<file path="config.mk">
export PLATFORM = sky130hd
export DESIGN_NAME = if_fetch_queue
export DESIGN_NICKNAME = d
export VERILOG_FILES = /design/src/rtl/if_fetch_queue.sv
export SDC_FILE = /design/constraint.sdc
export NUM_CORES = 1
export LEC_CHECK = 0
export ABC_AREA = 1
export CAP_MARGIN = 10
export CORE_ASPECT_RATIO = 0.6
export CORE_UTILIZATION = 35
export CTS_CLUSTER_DIAMETER = 80
export DETAILED_ROUTE_END_ITERATION = 16
export GPL_ROUTABILITY_DRIVEN = 0
export SLEW_MARGIN = 40
export SYNTH_ARGS = -nofsm -noshare
export SYNTH_HDL_FRONTEND = slang
export SYNTH_SLANG_ARGS = --single-unit
</file>
<file path="constraint.sdc">
create_clock -name clk -period 11.4 [get_ports clk]
set_input_delay 2.28 -clock clk [delete_from_list [all_inputs] [get_ports clk]]
set_output_delay 2.28 -clock clk [all_outputs]
set_load 0.02 [all_outputs]
</file>
<file path="src/rtl/if_fetch_queue.sv">
// rtl/if_fetch_queue.sv - multi-outstanding instruction fetch stage with instruction queue
module if_fetch_queue #(
    parameter logic [31:0] RESET_PC        = 32'h1C000000,
    parameter int          MAX_OUTSTANDING = 2,
    parameter int          IBUF_DEPTH      = 4
) (
    input  logic        clk,
    input  logic        reset,
    input  logic        flush_valid,
    input  logic [31:0] flush_pc,
    input  logic        br_stall,
    input  logic        br_taken,
    input  logic [31:0] br_target,
    output logic        inst_sram_req,
    output logic        inst_sram_wr,
    output logic [1:0]  inst_sram_size,
    output logic [3:0]  inst_sram_wstrb,
    output logic [31:0] inst_sram_addr,
    output logic [31:0] inst_sram_wdata,
    input  logic        inst_sram_addr_ok,
    input  logic        inst_sram_data_ok,
    input  logic [31:0] inst_sram_rdata,
    input  logic        ds_allow_in,
    output logic        fs_to_ds_valid,
    output logic [31:0] fs_pc,
    output logic [31:0] fs_inst,
    output logic        fs_ex_adef
);
    localparam int OW  = $clog2(MAX_OUTSTANDING + 1);
    localparam int CW  = $clog2(IBUF_DEPTH + 1);
    localparam int RW  = CW + 1;
    localparam int PPW = (MAX_OUTSTANDING > 1) ? $clog2(MAX_OUTSTANDING) : 1;
    localparam int IPW = (IBUF_DEPTH > 1) ? $clog2(IBUF_DEPTH) : 1;

    logic [31:0]    fetch_pc;
    logic [31:0]    pend_pc [MAX_OUTSTANDING];
    logic [PPW-1:0] pend_wr;
    logic [PPW-1:0] pend_rd;
    logic [OW-1:0]  outstanding;
    logic [OW-1:0]  discard;
    logic [31:0]    ib_pc   [IBUF_DEPTH];
    logic [31:0]    ib_inst [IBUF_DEPTH];
    logic           ib_adef [IBUF_DEPTH];
    logic [IPW-1:0] ib_wr;
    logic [IPW-1:0] ib_rd;
    logic [CW-1:0]  ib_count;
    logic           adef_hold;

    logic           redirect;
    logic [31:0]    redirect_pc;
    logic           misaligned;
    logic [RW-1:0]  reserved;
    logic           has_room;
    logic           fire;
    logic           resp;
    logic           resp_keep;
    logic           adef_push;
    logic           ib_push;
    logic           ib_pop;
    logic [31:0]    push_pc;
    logic [31:0]    push_inst;

    function automatic logic [PPW-1:0] pend_inc(input logic [PPW-1:0] p);
        pend_inc = (32'(p) == MAX_OUTSTANDING - 1) ? '0 : p + 1'b1;
    endfunction

    function automatic logic [IPW-1:0] ib_inc(input logic [IPW-1:0] p);
        ib_inc = (32'(p) == IBUF_DEPTH - 1) ? '0 : p + 1'b1;
    endfunction

    assign redirect    = flush_valid | (br_taken & ~br_stall);
    assign redirect_pc = flush_valid ? flush_pc : br_target;
    assign misaligned  = fetch_pc[1:0] != 2'b00;

    // Queue slots are reserved at issue time; stale in-flight requests hold no slot.
    assign reserved = RW'(ib_count) + RW'(outstanding) - RW'(discard);
    assign has_room = reserved < RW'(IBUF_DEPTH);

    assign inst_sram_req = ~reset & ~redirect & ~br_stall & ~adef_hold & ~misaligned
                         & (outstanding < OW'(MAX_OUTSTANDING)) & has_room;
    assign fire      = inst_sram_req & inst_sram_addr_ok;
    assign resp      = inst_sram_data_ok & (outstanding != '0);
    assign resp_keep = resp & (discard == '0) & ~redirect;
    assign adef_push = misaligned & ~adef_hold & ~redirect & has_room & ~resp_keep;
    assign ib_push   = resp_keep | adef_push;
    assign push_pc   = resp_keep ? pend_pc[pend_rd] : fetch_pc;
    assign push_inst = resp_keep ? inst_sram_rdata : 32'h0;

    assign fs_to_ds_valid = (ib_count != '0) & ~redirect;
    assign ib_pop         = fs_to_ds_valid & ds_allow_in;
    assign fs_pc          = ib_pc[ib_rd];
    assign fs_inst        = ib_inst[ib_rd];
    assign fs_ex_adef     = ib_adef[ib_rd];

    assign inst_sram_wr    = 1'b0;
    assign inst_sram_size  = 2'b10;
    assign inst_sram_wstrb = 4'h0;
    assign inst_sram_wdata = 32'h0;
    assign inst_sram_addr  = fetch_pc;

    always_ff @(posedge clk) begin
        if (reset) begin
            fetch_pc    <= RESET_PC;
            pend_wr     <= '0;
            pend_rd     <= '0;
            outstanding <= '0;
            discard     <= '0;
            ib_wr       <= '0;
            ib_rd       <= '0;
            ib_count    <= '0;
            adef_hold   <= 1'b0;
            for (int i = 0; i < MAX_OUTSTANDING; i++) begin
                pend_pc[i] <= 32'h0;
            end
            for (int i = 0; i < IBUF_DEPTH; i++) begin
                ib_pc[i]   <= 32'h0;
                ib_inst[i] <= 32'h0;
                ib_adef[i] <= 1'b0;
            end
        end else begin
            if (resp) begin
                pend_rd <= pend_inc(pend_rd);
            end
            if (fire) begin
                pend_pc[pend_wr] <= fetch_pc;
                pend_wr          <= pend_inc(pend_wr);
            end
            outstanding <= outstanding + OW'(fire) - OW'(resp);

            if (redirect) begin
                // Everything still in flight after this cycle's response becomes stale.
                fetch_pc  <= redirect_pc;
                adef_hold <= 1'b0;
                discard   <= outstanding - OW'(resp);
                ib_wr     <= '0;
                ib_rd     <= '0;
                ib_count  <= '0;
            end else begin
                if (fire) begin
                    fetch_pc <= fetch_pc + 32'd4;
                end
                if (adef_push) begin
                    adef_hold <= 1'b1;
                end
                if (resp && discard != '0) begin
                    discard <= discard - 1'b1;
                end
                if (ib_push) begin
                    ib_pc[ib_wr]   <= push_pc;
                    ib_inst[ib_wr] <= push_inst;
                    ib_adef[ib_wr] <= ~resp_keep;
                    ib_wr          <= ib_inc(ib_wr);
                end
                if (ib_pop) begin
                    ib_rd <= ib_inc(ib_rd);
                end
                ib_count <= ib_count + CW'(ib_push) - CW'(ib_pop);
            end
        end
    end
endmodule

</file>
# After elaboration in Yosys (flattened, before gate mapping)
# Memory sizes are Yosys's and may differ from the RTL's. A register that Yosys moved wholly into a read port is not among the register bits.
# Cells that the tools add are included.
# Widths: inputs -> output; s select.
[totals] reg_bits=46 latch_bits=0 ramBits=324 rom_bits=0 input_bits=104 out_inout_bits=138 wordCells=108 mem_count=4
[op_classes] addsub=13 n_mul=0 div_mod_pow=0 magnitude_cmp=2 n_eq_ne=2 shifts=0 mux=40 n_bitwise=25 reduce_logical=13
[memory_table] name="ib_inst" words=4 width=32 read_ports=1 rd_clocked_by_memory_dff=1 write_ports=4 line_no="42" text="logic [31:0] ib_inst [IBUF_DEPTH];"
[memory_table] name="ib_pc" words=4 width=32 read_ports=1 rd_clocked_by_memory_dff=1 write_ports=4 line_no="41" text="logic [31:0] ib_pc [IBUF_DEPTH];"
[memory_table] name="pend_pc" words=2 width=32 read_ports=1 rd_clocked_by_memory_dff=1 write_ports=2 line_no="36" text="logic [31:0] pend_pc [MAX_OUTSTANDING];"
[memory_table] name="ib_adef" words=4 width=1 read_ports=1 rd_clocked_by_memory_dff=1 write_ports=4 line_no="43" text="logic ib_adef [IBUF_DEPTH];"
[op_table] cell="$mux 32" n=8
[op_table] cell="$reduce_or 32->1" n=3
[op_table] cell="$add 32x3->32 const B" n=1
[op_table] cell="$mux 2" n=13
[op_table] cell="$mux 1" n=19
[op_table] cell="$and 1x1->1" n=17
[op_table] cell="$reduce_bool 2->1" n=5
[op_table] cell="$not 1->1" n=6
[op_table] cell="$add 2x1->2 const B" n=2
[op_table] cell="$add 3x2->4" n=1
[op_table] cell="$eq 2x2->1 const B" n=2
[op_table] cell="$lt 4x3->1 const B" n=1
[op_table] cell="$sub 2x1->2" n=2
[op_table] cell="$sub 4x2->4" n=1
[op_table] cell="$add 3x1->3" n=1
[op_table] cell="$reduce_bool 3->1" n=1
[op_table] cell="$sub 3x1->3" n=1
[op_table] cell="$add 1x1->1 const B" n=2
[op_table] cell="$add 2x1->2" n=1
[op_table] cell="$logic_not 2->1" n=1
[op_table] cell="$lt 2x2->1 const B" n=1
[op_table] cell="$or 1x1->1" n=2
[op_table] cell="$reduce_or 2->1" n=1
[op_table] cell="$sub 2x1->2 const B" n=1
[op_table] cell="2 further kinds" n=2

# Depth between registers and ports, before layout
[logic_depth] ltp_word=16 depth_mapped=19 depth_no_buf=18

# Worst setup path before layout
# No wires, ideal clock.
[synth_path] kind="input port to output port" startpoint="input port reset" endpoint="output port inst_sram_req" arrival_time_ns=3.041 t_required_ns=9.120 path_slack_ns=6.079 cell_stages=5 path_buffers=1 cell_sequence="buf_2 -> clkinv_2 -> nand3_1 -> nor2_1 -> and3_1"
[synth_via] elab_chain_len=7
[synth_rtl] item="start, declared" line_no="8" text="input logic reset,"
[synth_rtl] item="$not 1->1" line_no="79" text="assign inst_sram_req = ~reset & ~redirect & ~br_stall & ~adef_hold & ~misaligned"
[synth_rtl] item="$and 1x1->1 (4 in a row)" line_no="79"
[synth_rtl] item="$and 1x1->1 (2 in a row)" line_no="80" text="& (outstanding < OW'(MAX_OUTSTANDING)) & has_room;"
[synth_rtl] item="end, declared" line_no="14" text="output logic inst_sram_req,"
# Every way passes these cells.

# Worst setup path after layout
[layout_path] startpoint="input port flush_valid" endpoint="output port fs_to_ds_valid"
[layout_via] elab_chain_len=3
[layout_rtl] item="start, declared" line_no="9" text="input logic flush_valid,"
[layout_rtl] item="$or 1x1->1" line_no="71" text="assign redirect = flush_valid | (br_taken & ~br_stall);"
[layout_rtl] item="$not 1->1" line_no="89" text="assign fs_to_ds_valid = (ib_count != '0) & ~redirect;"
[layout_rtl] item="$and 1x1->1" line_no="89"
[layout_rtl] item="end, declared" line_no="24" text="output logic fs_to_ds_valid,"
# Every way passes these cells.

==> impl_metrics.py <==
metrics = {
    "synth": {
        "synth_area_um2": 17800,
        "synth_seq_area_share_pct": 60.1,
        "ys.flop_type": "edfxtp_1",
        "yosys_warnings": 0,
        "yosys.area.top_type_share_pct": 54.6,
        "syn-mean-instance-area_um2": 9.10,
        "yosys.area.top_type": "edfxtp_1",
        "yosysUniqueCellTypes": 39,
        "synth-edff-count": 324,
        "synth_seq_cells": 373,
        "synthTopCellsByArea": "edfxtp_1 55%, nor2_1 11%, nand2_1 7.0%",
        "synthCells": 1957,
        "yosys-top-cells-count": "503 x nor2_1, 334 x nand2_1, 324 x edfxtp_1, 174 x o21ai_0, 121 x inv_1",
        "synth-async-reset-ratio_pct": 0,
        "post-synth-top-count-cell": "nor2_1",
    },
    "final_layout": {
        "fin_area_um2": 21500,
        "area_delta_synth_final_pct": 20.4,
        "drive_gt1_share_pct": 4.61,
        "n_antenna_cell": 0,
        "utilization_pct": 43.1,
        "nNetsFinal": 2222,
    },
    "grt": {
        "grt_pass1_wl_mm": 78.4,
        "grt_usage_pct": 19.7,
        "antenna_found_initial": 0,
        "grt_pass1_vias": 13200,
        "grt_start_max_net_pins": 85,
        "gr-total-overflow": 0,
    },
    "floorplan": {
        "rows": 63,
        "start_util_pct": 35.8,
        "die_x_um": 293,
        "ios": 242,
        "core_region_area_um2": 49800,
        "die_h_um": 177,
        "die_area_um2": 51800,
    },
    "placed_design": {
        "post-place-ws_ps": 3770,
        "hpwl_mm": 33.2,
        "io_buffers": 202,
        "dpl_cell_area_um2": 20200,
    },
    "clocking": {
        "clk_latency_ps": 540,
        "ctsHoldBuffers": 0,
        "cts_root_buf": "clkbuf_16",
        "cts_max_level": 2,
        "clockBufferDepth": 3,
        "numCtsBuffers": 38,
        "clock-sinks": 373,
        "cts_tree": "built",
        "cts_resized": 0,
        "clk_pin_slew_ps": 60,
        "cts_setup_buffers": 0,
    },
    "setup_path": {
        "crit_top_cell": "clkdlybuf4s50_1",
        "crit_slowest_cell": "clkdlybuf4s50_1",
        "critical-path-top-delay-family": "buffers and inverters",
        "path_class": "input port to output port",
        "slowest_delay_ps": 670,
        "crit_chain": "clkdlybuf4s50_1, buf_4, inv_2, nand2_4, a31oi_1, clkdlybuf4s50_1",
        "crit_arrival_ps": 4800,
        "critPathMaxFanout": 46,
        "end_kind": "output port",
        "cp_num_buf_inv": 4,
        "start_kind": "input port",
        "required_ps": 9120,
    },
    "sta": {
        "period_share_pct": 62.1,
        "hold_violations": 0,
        "worstMarginPinSlew_ps": 808,
        "fmax_mhz": 141,
        "slew_headroom_pct": 45.6,
        "rsz0062_at_grt": "no",
        "skew_ps": 24.7,
        "final.setup.worst_slack_ps": 4320,
        "post-route-min-period_ps": 7080,
        "setup_viol": 0,
        "drv_slew": 0,
        "finalSetupTns_ps": 0,
        "hold_slack_ps": 472,
    },
    "detailed_routing": {
        "first_pass_iters": 6,
        "ant_nets": 0,
        "routedWlPerCell_um": 18.5,
        "vias": 14100,
        "routed_wl_mm": 52.0,
        "drc_errors": 0,
        "drt-initial-drc-count": 1478,
        "vias_per_cell": 5.02,
    },
    "run_status": {
        "status": "finished, final reports clean",
    },
    "pwr": {
        "power_density_nw_per_um2": 160,
        "peakVddDrop_v": 0.0000945,
        "p_leak_nw": 8.22,
    },
    "hold_path": {
        "holdCritPathClass": "register to register",
    },
    "flow_run": {
        "drv_cap": 0,
    },
}
layout by cell type, fill, tap and decap left out, types with 7 or more instances in the layout:
cell             instances
o21ai_0                174
edfxtp_1               324
or2_2                    7
ha_1                    12
inv_1                  119
nand4_1                  7
o22ai_1                 65
dfxtp_1                 47
buf_4                   14
clkbuf_16               41
o21ai_1                 16
clkbuf_1                10
nand2_1                330
nand3_1                114
a21oi_1                 28
xor2_1                  10
conb_1                  43
clkdlybuf4s50_1        202
nor2_1                 503
per-stage QoR:
step | total power (W) | cells
after detailed placement | 0.00222 | 2745
after global placement | 0.00220 | 2744
after CTS | 0.00344 | 2807
after floorplan | 0.00198 | 1998
after global routing | 0.00356 | 2808
final | 0.00343 | 2808
power by group:
group,leakage (nW),switching (W),internal (W),total (W)
clock network,0.579,0.000520,0.000718,0.00124
logic,3.89,0.000382,0.000185,0.000567
registers,3.75,0.0000558,0.00157,0.00163
total,8.22,0.000958,0.00247,0.00343
layer usage:
metal	GRT usage [%]	part of all wire, %	vias to the layer above	wire length [µm]
met4	4.21	1.7	0	869
met3	4.53	9.1	71	4750
li1	-	-	6751	-
met5	0	0	-	0
met2	28.4	42	587	21900
met1	29.8	47	6700	24500
cell type report:
cell class / instances / area, µm²
well taps: 682 / 853
multi-input cells: 1342 / 5980
clock buffers: 51 / 1060
clock inverters: 11 / 124
inverters: 125 / 474
flip-flops and latches: 373 / 10700
repair buffers: 224 / 2240
fillers: 4820 / 28400
worst register-to-register path: cells and delay by family (launching register included):
family	cells	cell delay, ps
simple gates	5	1400
buf+inv	5	1290
fa+ha+maj	2	660
flops	1	480
xor+xnor	1	270
sequential cells by signal, indices dropped and copies added, names as in the netlist, 3 cells and up, named ones only:
register	flops
ib_inst	128
ib_pc	128
pend_pc	64
inst_sram_addr	32
ib_adef	4
ib_count	3
logic make-up after synthesis:
group | share of synthesized area [%]
adders and majority gates | 1.07
xor gates and xnor gates | 0.541
DFF | 60.1
buffers and inverters | 7.38
and+or+nand+nor | 21.8
other | 0.0422
AOI/OAI and AO/OA | 9.04
path summary, 6_finish.rpt:
path / slack (ps) / to / from / cells after the start
setup / recovery: 4320 / fs_to_ds_valid / flush_valid / 6
hold / removal: 470 / pend_rd$_SDFFE_PP0P_ / pend_rd$_SDFFE_PP0P_ / 1
setup reg to reg: 6890 / ib_pc[0][16]$_SDFFCE_PN0P_ / outstanding[1]$_SDFF_PP0_ / 13
hold reg to reg: 470 / pend_rd$_SDFFE_PP0P_ / pend_rd$_SDFFE_PP0P_ / 1
Power figures use the tool's default switching activity.
